[config.mk]
export PLATFORM = sky130hd
export DESIGN_NAME = dpram_param
export DESIGN_NICKNAME = d
export VERILOG_FILES = /design/src/rtl/dpram_pkg.sv /design/src/rtl/dpram_clr_seq.sv /design/src/rtl/dpram_param.sv
export SDC_FILE = /design/constraint.sdc
export NUM_CORES = 1
export LEC_CHECK = 0
export ABC_AREA = 1
export BUFFER_PORTS_ARGS = -buffer_cell sky130_fd_sc_hd__buf_2
export CAP_MARGIN = 30
export CELL_PAD_IN_SITES_DETAIL_PLACEMENT = 1
export CELL_PAD_IN_SITES_GLOBAL_PLACEMENT = 1
export CORE_MARGIN = 5
export CORE_UTILIZATION = 25
export DETAILED_ROUTE_END_ITERATION = 7
export PLACE_DENSITY_LB_ADDON = 0.1
export SLEW_MARGIN = 20
export SYNTH_ARGS = -nofsm -noshare
export SYNTH_HDL_FRONTEND = slang
export SYNTH_HIERARCHICAL = 1
export SYNTH_SLANG_ARGS = --single-unit
[constraint.sdc]
create_clock -name clk -period 3.47 [get_ports clk]
set_input_delay 0.694 -clock clk [delete_from_list [all_inputs] [get_ports clk]]
set_output_delay 0.694 -clock clk [all_outputs]
set_load 0.02 [all_outputs]
[src/rtl/dpram_pkg.sv]
// dpram_pkg
// Shared definitions for the parametrised dual-port RAM:
//   RD_FIRST / WR_FIRST : read-during-write collision policies
//   state_t             : clear-sweep controller states
//   nbytes()            : number of byte lanes for a given data width
package dpram_pkg;

  localparam int RD_FIRST = 0;
  localparam int WR_FIRST = 1;

  typedef enum logic {
    CLEAR = 1'b0,
    RUN   = 1'b1
  } state_t;

  function automatic int nbytes(input int dw);
    return dw / 8;
  endfunction

endpackage

[src/rtl/dpram_clr_seq.sv]
// dpram_clr_seq
// Post-reset memory-clear controller: a two-state CLEAR/RUN FSM with a sweep
// counter that walks every address once after reset.
// Ports:
//   clk, rst  : clock, asynchronous active-high reset
//   busy      : high while the sweep is running (requests must be dropped)
//   clr_we    : sweep write strobe for the array
//   clr_addr  : address being zeroed by the sweep
module dpram_clr_seq
  import dpram_pkg::*;
#(
  parameter int AW           = 5,
  parameter int CLEAR_ON_RST = 1
) (
  input  logic          clk,
  input  logic          rst,
  output logic          busy,
  output logic          clr_we,
  output logic [AW-1:0] clr_addr
);

  localparam logic START_BUSY = (CLEAR_ON_RST != 0) ? 1'b1 : 1'b0;

  state_t        state_r;
  logic [AW-1:0] cnt_r;
  logic          busy_r;

  // Sweep FSM: one zero-write per edge, leave CLEAR on the write of the last word.
  always_ff @(posedge clk or posedge rst) begin
    if (rst) begin
      state_r <= (CLEAR_ON_RST != 0) ? CLEAR : RUN;
      cnt_r   <= {AW{1'b0}};
      busy_r  <= START_BUSY;
    end else begin
      case (state_r)
        CLEAR: begin
          cnt_r <= cnt_r + {{(AW-1){1'b0}}, 1'b1};
          if (cnt_r == {AW{1'b1}}) begin
            state_r <= RUN;
            busy_r  <= 1'b0;
          end else begin
            busy_r  <= 1'b1;
          end
        end
        RUN: begin
          cnt_r  <= {AW{1'b0}};
          busy_r <= 1'b0;
        end
        default: begin
          // Unreachable encoding: restart a clean sweep.
          state_r <= CLEAR;
          cnt_r   <= {AW{1'b0}};
          busy_r  <= 1'b1;
        end
      endcase
    end
  end

  assign busy     = busy_r;
  assign clr_we   = busy_r;
  assign clr_addr = cnt_r;

endmodule

[src/rtl/dpram_param.sv]
// dpram_param
// Parametrised simple dual-port RAM (one write port, one read port, shared
// clock) with byte enables, selectable read-during-write policy, optional
// output register and a post-reset clear sweep.
// Ports:
//   clk, rst      : clock, asynchronous active-high reset
//   wr/waddr/d_in/be : write request, address, data, byte enables
//   rd/raddr      : read request and address
//   d_out/d_valid : read data and its one-cycle valid strobe
//   busy          : clear sweep in progress, requests are ignored
module dpram_param
  import dpram_pkg::*;
#(
  parameter int DW           = 16,
  parameter int AW           = 5,
  parameter int RD_MODE      = 0,
  parameter int OUT_REG      = 0,
  parameter int CLEAR_ON_RST = 1
) (
  input  logic                clk,
  input  logic                rst,
  input  logic                wr,
  input  logic [AW-1:0]       waddr,
  input  logic [DW-1:0]       d_in,
  input  logic [DW/8-1:0]     be,
  input  logic                rd,
  input  logic [AW-1:0]       raddr,
  output logic [DW-1:0]       d_out,
  output logic                d_valid,
  output logic                busy
);

  localparam int NB    = nbytes(DW);
  localparam int DEPTH = 1 << AW;

  if (DW % 8 != 0) begin : g_dw_check
    $error("dpram_param: DW must be a multiple of 8");
  end

  // Replace the enabled byte lanes of old_w with the matching lanes of new_w.
  function automatic logic [DW-1:0] byte_merge(input logic [DW-1:0] old_w,
                                               input logic [DW-1:0] new_w,
                                               input logic [NB-1:0] en);
    logic [DW-1:0] res;
    res = old_w;
    for (int i = 0; i < NB; i++) begin
      if (en[i]) begin
        res[8*i +: 8] = new_w[8*i +: 8];
      end
    end
    return res;
  endfunction

  logic [DW-1:0] mem_r [DEPTH];

  logic          busy_s;
  logic          clr_we_s;
  logic [AW-1:0] clr_addr_s;

  logic [DW-1:0] wr_merged_s;
  logic [DW-1:0] rdata_s;
  logic          run_wr_s;
  logic          run_rd_s;

  logic [DW-1:0] d_out_r;
  logic          d_valid_r;

  dpram_clr_seq #(
    .AW           (AW),
    .CLEAR_ON_RST (CLEAR_ON_RST)
  ) u_clr_seq (
    .clk      (clk),
    .rst      (rst),
    .busy     (busy_s),
    .clr_we   (clr_we_s),
    .clr_addr (clr_addr_s)
  );

  // Request qualification, write-lane merge and read-during-write mux.
  always_comb begin
    run_wr_s    = wr & ~busy_s & ~rst;
    run_rd_s    = rd & ~busy_s;
    wr_merged_s = byte_merge(mem_r[waddr], d_in, be);
    if (RD_MODE == RD_FIRST) begin
      rdata_s = mem_r[raddr];
    end else if (wr && (waddr == raddr)) begin
      // Write-first: bypass the word as it will look after this edge.
      rdata_s = wr_merged_s;
    end else begin
      rdata_s = mem_r[raddr];
    end
  end

  // Storage: never reset; contents come from the sweep or from writes.
  always_ff @(posedge clk) begin
    if (clr_we_s && !rst) begin
      mem_r[clr_addr_s] <= {DW{1'b0}};
    end else if (run_wr_s) begin
      mem_r[waddr] <= wr_merged_s;
    end
  end

  if (OUT_REG != 0) begin : g_out_reg
    logic [DW-1:0] s1_data_r;
    logic          s1_valid_r;

    // Two-stage read pipeline; d_out only moves when a valid word arrives.
    always_ff @(posedge clk or posedge rst) begin
      if (rst) begin
        s1_data_r  <= {DW{1'b0}};
        s1_valid_r <= 1'b0;
        d_out_r    <= {DW{1'b0}};
        d_valid_r  <= 1'b0;
      end else begin
        s1_valid_r <= run_rd_s;
        if (run_rd_s) begin
          s1_data_r <= rdata_s;
        end
        d_valid_r <= s1_valid_r;
        if (s1_valid_r) begin
          d_out_r <= s1_data_r;
        end
      end
    end
  end else begin : g_no_out_reg
    // Single-stage read: d_out holds its last value when no read is accepted.
    always_ff @(posedge clk or posedge rst) begin
      if (rst) begin
        d_out_r   <= {DW{1'b0}};
        d_valid_r <= 1'b0;
      end else begin
        d_valid_r <= run_rd_s;
        if (run_rd_s) begin
          d_out_r <= rdata_s;
        end
      end
    end
  end

  assign d_out   = d_out_r;
  assign d_valid = d_valid_r;
  assign busy    = busy_s;

endmodule

==> results by group <==
Run status
  • Run status: finished clean

Placed design
  • Placer Congestion: 0.738
  • Area post-placement: 0.0244 mm²
  • Dpl hpwl: 48.2 mm
  • PortBufs: 49

Synth
  • Synth warn: 6
  • Syn_area_per_cell: 11.4 µm²
  • Top post-synthesis cells by count: nand2_1 (682), edfxtp_1 (512), nand3_1 (433), nor3_1 (60), clkbuf_1 (51)
  • Distinct cells, synth: 26
  • Top post-synthesis cells by area: edfxtp_1 (70%), nand2_1 (12%), nand3_1 (9.8%)
  • Mapped Nets: 1,976
  • Asr flop ratio synth: 4.48%
  • Synth Instances: 1,942
  • Count leader, synth: nand2_1
  • Post-synth top flop: edfxtp_1
  • EDFF count, synth: 512
  • Yosys top cell by area: edfxtp_1
  • #FFs+latches synth: 536
  • Post-synth top area share: 69.5%
  • Register area share after synthesis: 72.3%
  • Area of the mapped netlist: 0.0221 mm²

Detailed routing
  • DRT iter0 DRCs: 998
  • Vias per std cell: 4.59
  • First-pass iteration count of the detailed router: 5
  • Vias: 15,000
  • Antenna Nets Post-Route: 0
  • Routed WL: 77.3 mm
  • # DRC: 0
  • Routed len/inst: 23.7 µm

Pwr
  • Worst VDD drop: 0.339 mV
  • PwrDens: 552 mW/mm²
  • Leakage power: 0.0101 µW

Global routing
  • Initial antenna violation count: 7
  • Overflow after GRT: 0
  • Vias in the first global route: 15,900
  • GR peak layer: met2
  • First-pass GRT wire length: 111 mm
  • Met3 global-route usage: 2.28%
  • Largest net degree at the start of global routing: 89
  • Gr usage total: 16.2%
  • Grt met1 use: 23.5%
  • GR met2 Demand/Resource: 25.8%

CTS
  • Post-cts hold buffer count: 0
  • Worst-case clock buffer depth: 3
  • TritonCTS clock tree: built
  • Clk_lat worst skew: 0.59 ns
  • Cts bufs inserted: 66
  • Setup bufs post-CTS: 0
  • H-tree lvl count: 3
  • Root Driver: clkbuf_16
  • Post-CTS sizing: 0
  • CTS clock-pin slew for the worst setup and hold paths: 0.06 ns
  • Clk sink count: 536

Hold path
  • Worst min-delay path class: primary input to async pin

Floorplanning
  • Die area: 0.0945 mm²
  • Starting Density: 25.1%
  • Die Ht: 307 µm
  • Die Wd: 307 µm
  • CORE AREA: 0.0881 mm²
  • I/O pin count: 50
  • Site Rows: 109

Worst setup path
  • Startpoint types: flip-flop
  • Worst path slowest cell: dfstp_2
  • CP Class: flip-flop to flip-flop
  • CP endpoint kind: flip-flop
  • Critical Path AT: 2.93 ns
  • Cell Chain, Critical Path: nor2_1 > o211ai_4 > buf_4 > nand2_1 > o21ai_0 > nor2_1 > nand2_2 > nor3_1 > buf_4
  • Slowest stage delay, CP: 0.40 ns
  • Crit path buffers/inverters: 2
  • CP required: 3.77 ns
  • Worst-path maximum fanout: 15
  • CP delay by family, top: simple AND/OR/NAND/NOR gates

Timing
  • Worst slew pin tran: 0.972 ns
  • Rel. slew slack: 35.1%
  • Setup TNS: 0 ns
  • RSZ-0062 raised after global routing: false
  • Tmin final: 2.63 ns
  • Final setup violation count: 0
  • Hold Violations, Final: 0
  • Max Slew Vio Count: 0
  • Fmax: 0.380 GHz
  • Clk_skew: 0.0282 ns
  • Period utilization: 75.8%

Layout
  • Cell area after layout: 0.0264 mm²
  • Share of layout cells above drive strength 1: 15.0%
  • P&R area growth vs syn: 19.4%
  • Fillers: 9,792
  • NumNets Final: 2,086
  • Fin util: 30.0%

Job
  • Max-cap viol count: 0
-- metrics by stage --
stage / setup WS (ns) / cells / hold slack [ns] / power (µW)
floorplan: 0.872 / 1942 / 0.444 / 7730
global placement: 0.433 / 3148 / 0.469 / 8200
detailed placement: 0.420 / 3149 / 0.466 / 8200
CTS: 0.827 / 3265 / 0.0485 / 14800
global route: 0.645 / 3265 / 0.105 / 15200
finish: 0.838 / 3266 / 0.0917 / 14600
-- flip-flops by register name (all words and copies together), names as in the netlist --
signal	cells
mem_r	512
u_clr_seq/busy	1
u_clr_seq/clr_addr	5
u_clr_seq/state_r	1
d_valid	1
d_out	16
-- cell families (layout without fill, tap and decap cells) --
kind of cell / after synthesis / in the layout / share of synthesized area (%)
other: 0 / 1 / 0
AND/OR/NAND/NOR: 1224 / 1224 / 23.9
buffers and inverters: 168 / 326 / 3.31
flip-flops: 536 / 536 / 72.3
AO/OA/AOI/OAI: 12 / 12 / 0.407
adder cells (fa/ha/maj): 2 / 2 / 0.113
-- power breakdown --
| group | total [µW] | switching [µW] | internal, µW |
|---|---|---|---|
| Sequential | 7100 | 17.8 | 7080 |
| Combinational | 937 | 714 | 223 |
| Clock | 6520 | 2730 | 3790 |
-- layout make-up --
class,instances,area (µm²),area share (%)
Multi-Input combinational cell,1238,5450,20.7
Sequential cell,536,16000,60.5
Clock inverter,37,248,0.939
Inverter,44,175,0.664
Tap cell,1165,1460,5.52
Clock buffer,79,1770,6.72
Antenna cell,1,2.50,0.00948
Timing Repair Buffer,166,1310,4.94
-- final timing paths --
check,startpoint,to,slack [ns],cells past startpoint
setup / recovery,u_clr_seq/busy,mem_r[8][1],0.84,9
hold / removal,rst,u_clr_seq/clr_addr[4],0.09,2
setup reg to reg,u_clr_seq/busy,mem_r[8][1],0.84,9
hold reg to reg,d_out[12],d_out[12],0.48,2
max in group asynchronous,rst,d_out[12],2.87,3
min in group clk,d_out[12],d_out[12],0.48,2
-- metal layers --
| metal | up-vias | routed length [µm] | part of all wire (%) |
|---|---|---|---|
| met5 | - | 31 | 0.040 |
| met4 | 4 | 1360 | 1.8 |
| met3 | 95 | 2800 | 3.6 |
| met2 | 262 | 35600 | 46 |
| met1 | 7624 | 37600 | 49 |
| li1 | 6993 | - | - |
-- placed cells by master (no fill, tap or decap) --
cell type and n:
inv_6 1, buf_2 47, o21ai_4 1, a21oi_1 1
clkbuf_8 4, nor2_1 10, clkinv_8 1, clkinvlp_4 3
inv_1 37, buf_16 1, nor2_2 18, inv_8 1
bufinv_16 2, o211ai_4 1, o21ai_0 5, ha_1 2
dfstp_2 1, nand2_2 15, inv_4 1, o21ai_2 3
dfrtp_1 23, diode_2 1, nand2_1 682, nor3_2 4
clkbuf_1 8, nor4_1 1, nand3_1 433, edfxtp_1 512
buf_12 12, o21ai_1 1, nor2_4 1, clkinv_2 22
buf_4 105, nor3_1 60, clkinv_1 9, inv_2 4
clkbuf_16 68
Note: power is estimated with default switching activity, not from simulation.
